File: config.mk
export PLATFORM = sky130hd
export DESIGN_NAME = sync_fifo_param
export DESIGN_NICKNAME = d
export VERILOG_FILES = /design/src/rtl/fifo_pkg.sv /design/src/rtl/fifo_mem.sv /design/src/rtl/sync_fifo_param.sv
export SDC_FILE = /design/constraint.sdc
export NUM_CORES = 1
export LEC_CHECK = 0
export BUFFER_PORTS_ARGS = -buffer_cell sky130_fd_sc_hd__buf_2
export CORE_ASPECT_RATIO = 1.1
export CORE_MARGIN = 8
export CORE_UTILIZATION = 40
export CTS_CLUSTER_DIAMETER = 200
export CTS_CLUSTER_SIZE = 28
export DETAILED_ROUTE_END_ITERATION = 16
export GPL_TIMING_DRIVEN = 0
export PLACE_DENSITY = 0.61
export SLEW_MARGIN = 20
export SYNTH_ARGS = -nofsm -noshare
export SYNTH_HDL_FRONTEND = slang
export SYNTH_HIERARCHICAL = 1
export SYNTH_SLANG_ARGS = --single-unit
export TNS_END_PERCENT = 20
File: constraint.sdc
create_clock -name CLK -period 6.6 [get_ports CLK]
set_clock_uncertainty 0.05 [all_clocks]
set_input_delay 0.66 -clock CLK [delete_from_list [all_inputs] [get_ports CLK]]
set_output_delay 0.66 -clock CLK [all_outputs]
set_load 0.005 [all_outputs]
File: src/rtl/fifo_pkg.sv
// Shared constants and helpers for the parameterised synchronous FIFO.
package fifo_pkg;

    localparam int DEF_WIDTH     = 8;
    localparam int DEF_DEPTH     = 4;
    localparam int DEF_AF_THRESH = DEF_DEPTH - 1;
    localparam int DEF_AE_THRESH = 1;

    // Occupancy spans 0..DEPTH inclusive, hence DEPTH+1 distinct values.
    function automatic int count_w(input int depth);
        return $clog2(depth + 1);
    endfunction

    function automatic int ptr_w(input int depth);
        return (depth > 1) ? $clog2(depth) : 1;
    endfunction

endpackage

File: src/rtl/fifo_mem.sv
// DEPTH x WIDTH register array: one synchronous write port, one asynchronous read port.
module fifo_mem
    import fifo_pkg::*;
#(
    parameter int WIDTH = DEF_WIDTH,
    parameter int DEPTH = DEF_DEPTH
) (
    input  logic                      CLK,
    input  logic                      i_we,
    input  logic [ptr_w(DEPTH)-1:0]   i_waddr,
    input  logic [WIDTH-1:0]          i_wdata,
    input  logic [ptr_w(DEPTH)-1:0]   i_raddr,
    output logic [WIDTH-1:0]          o_rdata
);

    // Storage is deliberately left unreset; occupancy is tracked by the pointers.
    logic [WIDTH-1:0] r_mem [DEPTH];

    always_ff @(posedge CLK) begin
        if (i_we) begin
            r_mem[i_waddr] <= i_wdata;
        end
    end

    assign o_rdata = r_mem[i_raddr];

endmodule

File: src/rtl/sync_fifo_param.sv
// Synchronous first-word-fall-through FIFO with threshold flags and sticky error flags.
module sync_fifo_param
    import fifo_pkg::*;
#(
    parameter int WIDTH     = DEF_WIDTH,
    parameter int DEPTH     = DEF_DEPTH,
    parameter int AF_THRESH = DEPTH - 1,
    parameter int AE_THRESH = DEF_AE_THRESH
) (
    input  logic                        CLK,
    input  logic                        RST,
    input  logic                        flush,
    input  logic                        write_en,
    input  logic [WIDTH-1:0]            write_data,
    output logic                        write_rdy,
    input  logic                        read_en,
    output logic [WIDTH-1:0]            read_data,
    output logic                        read_rdy,
    output logic [count_w(DEPTH)-1:0]   count,
    output logic                        almost_full,
    output logic                        almost_empty,
    output logic                        err_ovf,
    output logic                        err_udf
);

    localparam int CW = count_w(DEPTH);
    localparam int PW = ptr_w(DEPTH);

    if (DEPTH < 2) begin : g_bad_depth
        $error("sync_fifo_param: DEPTH must be at least 2");
    end
    if (AF_THRESH < 1 || AF_THRESH > DEPTH) begin : g_bad_af
        $error("sync_fifo_param: AF_THRESH must lie in 1..DEPTH");
    end
    if (AE_THRESH < 0 || AE_THRESH >= DEPTH) begin : g_bad_ae
        $error("sync_fifo_param: AE_THRESH must lie in 0..DEPTH-1");
    end

    logic [PW-1:0] r_wptr;
    logic [PW-1:0] r_rptr;
    logic [CW-1:0] r_count;
    logic          r_err_ovf;
    logic          r_err_udf;

    logic          w_full;
    logic          w_empty;
    logic          w_wr;
    logic          w_rd;
    logic          w_mem_we;
    logic [PW-1:0] w_wptr_nxt;
    logic [PW-1:0] w_rptr_nxt;

    // Handshake: a write transfers on a rising edge when write_en && write_rdy,
    // a read when read_en && read_rdy; both ready flags come from registered
    // count only, so neither depends on the requests in the same cycle.
    assign w_full  = (r_count == CW'(DEPTH));
    assign w_empty = (r_count == '0);
    assign w_wr    = write_en && !w_full;
    assign w_rd    = read_en && !w_empty;

    // Explicit wrap keeps non-power-of-two depths correct.
    assign w_wptr_nxt = (r_wptr == PW'(DEPTH - 1)) ? '0 : r_wptr + PW'(1);
    assign w_rptr_nxt = (r_rptr == PW'(DEPTH - 1)) ? '0 : r_rptr + PW'(1);

    assign w_mem_we = w_wr && !RST && !flush;

    always_ff @(posedge CLK) begin
        if (RST || flush) begin
            r_wptr    <= '0;
            r_rptr    <= '0;
            r_count   <= '0;
            r_err_ovf <= 1'b0;
            r_err_udf <= 1'b0;
        end else begin
            if (w_wr) begin
                r_wptr <= w_wptr_nxt;
            end
            if (w_rd) begin
                r_rptr <= w_rptr_nxt;
            end
            case ({w_wr, w_rd})
                2'b10:   r_count <= r_count + CW'(1);
                2'b01:   r_count <= r_count - CW'(1);
                default: r_count <= r_count;
            endcase
            if (write_en && w_full) begin
                r_err_ovf <= 1'b1;
            end
            if (read_en && w_empty) begin
                r_err_udf <= 1'b1;
            end
        end
    end

    fifo_mem #(
        .WIDTH (WIDTH),
        .DEPTH (DEPTH)
    ) u_mem (
        .CLK     (CLK),
        .i_we    (w_mem_we),
        .i_waddr (r_wptr),
        .i_wdata (write_data),
        .i_raddr (r_rptr),
        .o_rdata (read_data)
    );

    assign write_rdy    = !w_full;
    assign read_rdy     = !w_empty;
    assign count        = r_count;
    assign almost_full  = (r_count >= CW'(AF_THRESH));
    assign almost_empty = (r_count <= CW'(AE_THRESH));
    assign err_ovf      = r_err_ovf;
    assign err_udf      = r_err_udf;

endmodule

# Word level (Yosys, flattened, before mapping)
# Memory sizes are Yosys's and may differ from the RTL's. A register that Yosys moved wholly into a read port is not among the register bits.
# Index checks and enable logic that the tools add are counted.
# word_totals
ff_bits,9
latch_bits,0
mem_bits_rw,32
mem_bits_ro,0
elab_cells,37
mem_count,1
# classes
addsub,4
mul,0
div,0
magnitude_cmp,2
eq_ne,5
shift,0
n_mux,7
bitwise,0
n_reduce_logical,13
# memory_table
name,depth,word_bits,read_ports,rd_clocked_by_memory_dff,write_ports,line,source
u_mem.r_mem,4,8,1,1,1,fifo_mem.sv:17,logic [WIDTH-1:0] r_mem [DEPTH];
# ops
cell,count
$mux 2,4
$eq 2x2->1 const B,3
$logic_and 1x1->1,6
$pmux 3 s2,1
$add 2x1->2 const B,2
$logic_not 1->1,4
$add 3x1->3 const B,1
$eq 3x3->1 const B,1
$ge 3x2->1 const B,1
$le 3x1->1 const B,1
$logic_not 3->1,1
$sub 3x1->3 const B,1
$eq 2x1->1 const B,1
$mux 1,2
$reduce_bool 2->1,1
$logic_or 1x1->1,1

# Depth between registers and ports, before layout
# depth
ltp_word,7
depth_mapped,8
depth_no_buf,8

# Cells and area by module
# The synthesis kept the hierarchy.
# by_module_without_submodules
module,n_inst,cells_per_inst,area_per_inst_um2
fifo_mem,1,46,1188.6
sync_fifo_param,1,61,525.5

# Least setup slack after synthesis
# OpenSTA, ideal clock, no wires.
# synth_timing
path_type,input port to flip-flop
startpoint,input RST
endpoint,"memory u_mem/r_mem[0][0] (netlist name), enable pin"
setup_time_ns,0.385
arrival_time_ns,1.932
setup_slack_ns,4.232
stages,4
path_buffers,1
path_cell_list,or2_2 > buf_2 > nor2_1 > nor3b_1
# synth_between
elab_chain_len,5
# synth_lines
element,line,source
"start, declared",sync_fifo_param.sv:11,"input logic RST,"
$logic_not 1->1,sync_fifo_param.sv:65,assign w_mem_we = w_wr && !RST && !flush;
$logic_and 1x1->1 (2 in series),sync_fifo_param.sv:65,
named net w_mem_we,sync_fifo_param.sv:49,logic w_mem_we;
$mux 1,fifo_mem.sv:20,if (i_we) begin
$mux 1 (implied by the code),fifo_mem.sv:21,r_mem[i_waddr] <= i_wdata;
"end, declared",fifo_mem.sv:17,
# The timed path passes the listed nets, and every way through them passes these cells.

# Final worst setup path
# layout_timing
startpoint,register r_count[0] (netlist: count[0])
endpoint,"memory u_mem/r_mem[0][0] (netlist name), enable pin"
# layout_between
elab_chain_len,7
# layout_lines
element,line,source
"start, declared",sync_fifo_param.sv:41,logic [CW-1:0] r_count;
"start signal, assigned",sync_fifo_param.sv:82,2'b10: r_count <= r_count + CW'(1);
"start signal, assigned",sync_fifo_param.sv:83,2'b01: r_count <= r_count - CW'(1);
"start signal, assigned",sync_fifo_param.sv:84,default: r_count <= r_count;
$eq 3x3->1,sync_fifo_param.sv:56,assign w_full = (r_count == CW'(DEPTH));
$logic_not 1->1,sync_fifo_param.sv:58,assign w_wr = write_en && !w_full;
$logic_and 1x1->1,sync_fifo_param.sv:58,
$logic_and 1x1->1 (2 in series),sync_fifo_param.sv:65,
named net w_mem_we,sync_fifo_param.sv:49,
$mux 1,fifo_mem.sv:20,
$mux 1 (implied by the code),fifo_mem.sv:21,
# The timed path passes the listed nets, and every way through them passes these cells.

==> impl_metrics.ini <==
[synthesis]
synth_cells = 107
synthesis.area_sq_um = 1710
syn-num-nets = 128
ys_ff_latch = 41
ys_warn_count = 6
syn_avg_cell_area_sq_um = 16.0
synth_seq_area_share_pct = 66.6
synth_cell_type_count = 26

[sta]
tightest_slew_ns = 0.738
slew_viol_final = 0
period_needed_ns = 2.43
final.period_utilization_pct = 36.8
fmax_mhz = 411
setup_viol = 0
fin_hold_ws_ns = 0.432
hold_violations = 0
rsz0062_at_grt = false
setup_tns_ns = 0
maxSlewHeadroom_pct = 50.6

[worst_setup_path]
worst-path-buf-inv = 2
crit_slowest_cell = nor3b_2
cp_common_cell = inv_1
path_max_fanout = 8
critical-path-top-delay-family = simple AND/OR/NAND/NOR gates
required_ns = 6.47
worstPathArrival_ns = 2.30
max_stage_delay_ns = 0.66
timing_worst_setup_path_type = register to register
endpoint_kind = register
path_cells = inv_1 -> ha_1 -> a21boi_2 -> inv_1 -> nor2_1 -> nor3b_2
start_kind = register

[die]
rows = 25
die_w_um = 78.4
pin_count = 30
die-area_sq_um = 6640
core-area_sq_um = 4220
die_h_um = 84.7
start_util_pct = 40.6

[clock_tree]
cts_made_buffers = 5
post-cts-setup-buffers = 0
cts_tree = built
insertion_delay_ns = 0.29
clockBufferDepth = 2
clk_pin_slew_ns = 0.07
ctsResizeCount = 0
ctsHoldBuffers = 0
htreeDepth = 2
clock-sinks = 41
cts-root-buf = clkbuf_8

[finish]
area_growth_pct = 17.4
drive_gt1_share_pct = 35.4
final_nets = 164
final_cell_mix = 32 x edfxtp_1, 30 x buf_2, 12 x nor2_1
n_antenna_cell = 0
final_common_cell = edfxtp_1

[routing]
drt_first_pass_iters = 3
post_drt_wl_per_cell_um = 15.0
viasPerCell = 4.83
ant_nets = 0
vias = 957
drcViolationCount = 0
wirelength_um = 2980
drtIter0Drc = 48

[placement]
gp_congestion = 0.736
port_buffers = 29
dp_hpwl_um = 2180

[status]
outcome = finished, final reports clean

[global_routing]
grt_max_degree = 13
grt.overflow.total = 0
antenna_found_initial = 0
gr-usage-all-layers_pct = 9.83
grt_pass1_vias = 1087
grt_pass1_wl_um = 4950

[hold_path]
hold_class = register to register

[pwr]
powerDensity_nw_per_um2 = 238
vdd_drop_max_v = 0.000137
leakagePower_nw = 0.776

[job]
cap_viol_max_count = 0
through the flow:
stage / utilization [%] / instances / setup WS (ns) / instance area [sq um] / total power [mW]
floorplan: - / 107 / 4.23 / 1710 / 0.315
CTS: 47.7 / 198 / 4.12 / 2010 / 0.486
global route: 47.7 / 198 / 3.93 / 2010 / 0.500
global placement: 45.6 / 190 / 3.65 / 1930 / 0.331
detailed placement: 45.7 / 190 / 4.07 / 1930 / 0.332
finish: 47.7 / 198 / 4.17 / 2010 / 0.479
cell families (layout without fill, tap and decap cells):
kind of cell | count (synthesis) | in the layout | synth area share [%]
DFF | 41 | 41 | 66.6
and+or+nand+nor | 23 | 23 | 7.23
AOI/OAI and AO/OA | 13 | 13 | 4.45
muxes | 10 | 10 | 11.7
buffers and inverters | 10 | 47 | 3.21
adders and majority gates | 8 | 8 | 5.84
xor gates and xnor gates | 2 | 2 | 1.02
worst min-delay path: stages, from the launching register on:
cell     delay, ns
dfxtp_1       0.33
a21oi_1       0.04
nor2_1        0.07
flip-flops by register name, summed over array words and instances, names as in the netlist:
| register | flops |
|---|---|
| count | 3 |
| err_ovf | 1 |
| err_udf | 1 |
| r_rptr | 2 |
| r_wptr | 2 |
| u_mem/r_mem | 32 |
routing by layer:
| layer | track usage (%) | wire length [um] | up-vias | share of wire (%) |
|---|---|---|---|---|
| met5 | 0 | 0 | - | 0 |
| met2 | 16.5 | 1510 | 28 | 51 |
| met1 | 9.99 | 1230 | 452 | 41 |
| li1 | - | - | 471 | - |
| met3 | 4.38 | 195 | 6 | 6.6 |
| met4 | 5.06 | 43 | 0 | 1.4 |
final cells by class:
type	count	area (sq um)
Fill cell	393	2210
Sequential cell	41	1140
Clock inverter	1	5.00
Multi-Input combinational cell	56	523
Clock buffer	7	76.3
Timing Repair Buffer	29	145
Inverter	6	22.5
Buffer	4	32.5
Tap cell	54	67.6
report_power, final:
| part | switching, mW | total (mW) | internal (mW) |
|---|---|---|---|
| clock | 0.0786 | 0.153 | 0.0741 |
| sequential | 0.00284 | 0.285 | 0.282 |
| combinational | 0.0214 | 0.0410 | 0.0196 |
worst paths after layout:
kind | depth (start not counted) | startpoint | slack [ns] | endpoint
worst max register to register | 6 | count[0] | 4.17 | u_mem/r_mem[0][0]
worst min register to register | 2 | err_udf | 0.43 | err_udf
worst min-delay path | 2 | err_udf | 0.43 | err_udf
worst max-delay path | 6 | count[0] | 4.17 | u_mem/r_mem[0][0]
cells in the mapped netlist, drive strengths merged:
library cell	instances	share of area [%]
a211oi	1	0.44
a21boi	1	0.66
a21oi	5	1.5
a31oi	2	0.73
and3	1	0.37
and3b	2	1.0
buf	3	1.6
clkbuf	1	0.29
dfxtp	9	11
edfxtp	32	56
ha	8	5.8
inv	6	1.3
mux2i	2	1.2
mux4	8	11
nand2	1	0.22
nand3	1	0.29
nor2	12	2.6
nor2b	2	1.2
nor3	1	0.29
nor3b	1	0.44
o21ai	4	1.2
or2	1	0.37
or4	1	0.44
xor2	2	1.0
Note: power is estimated with default switching activity, not from simulation.
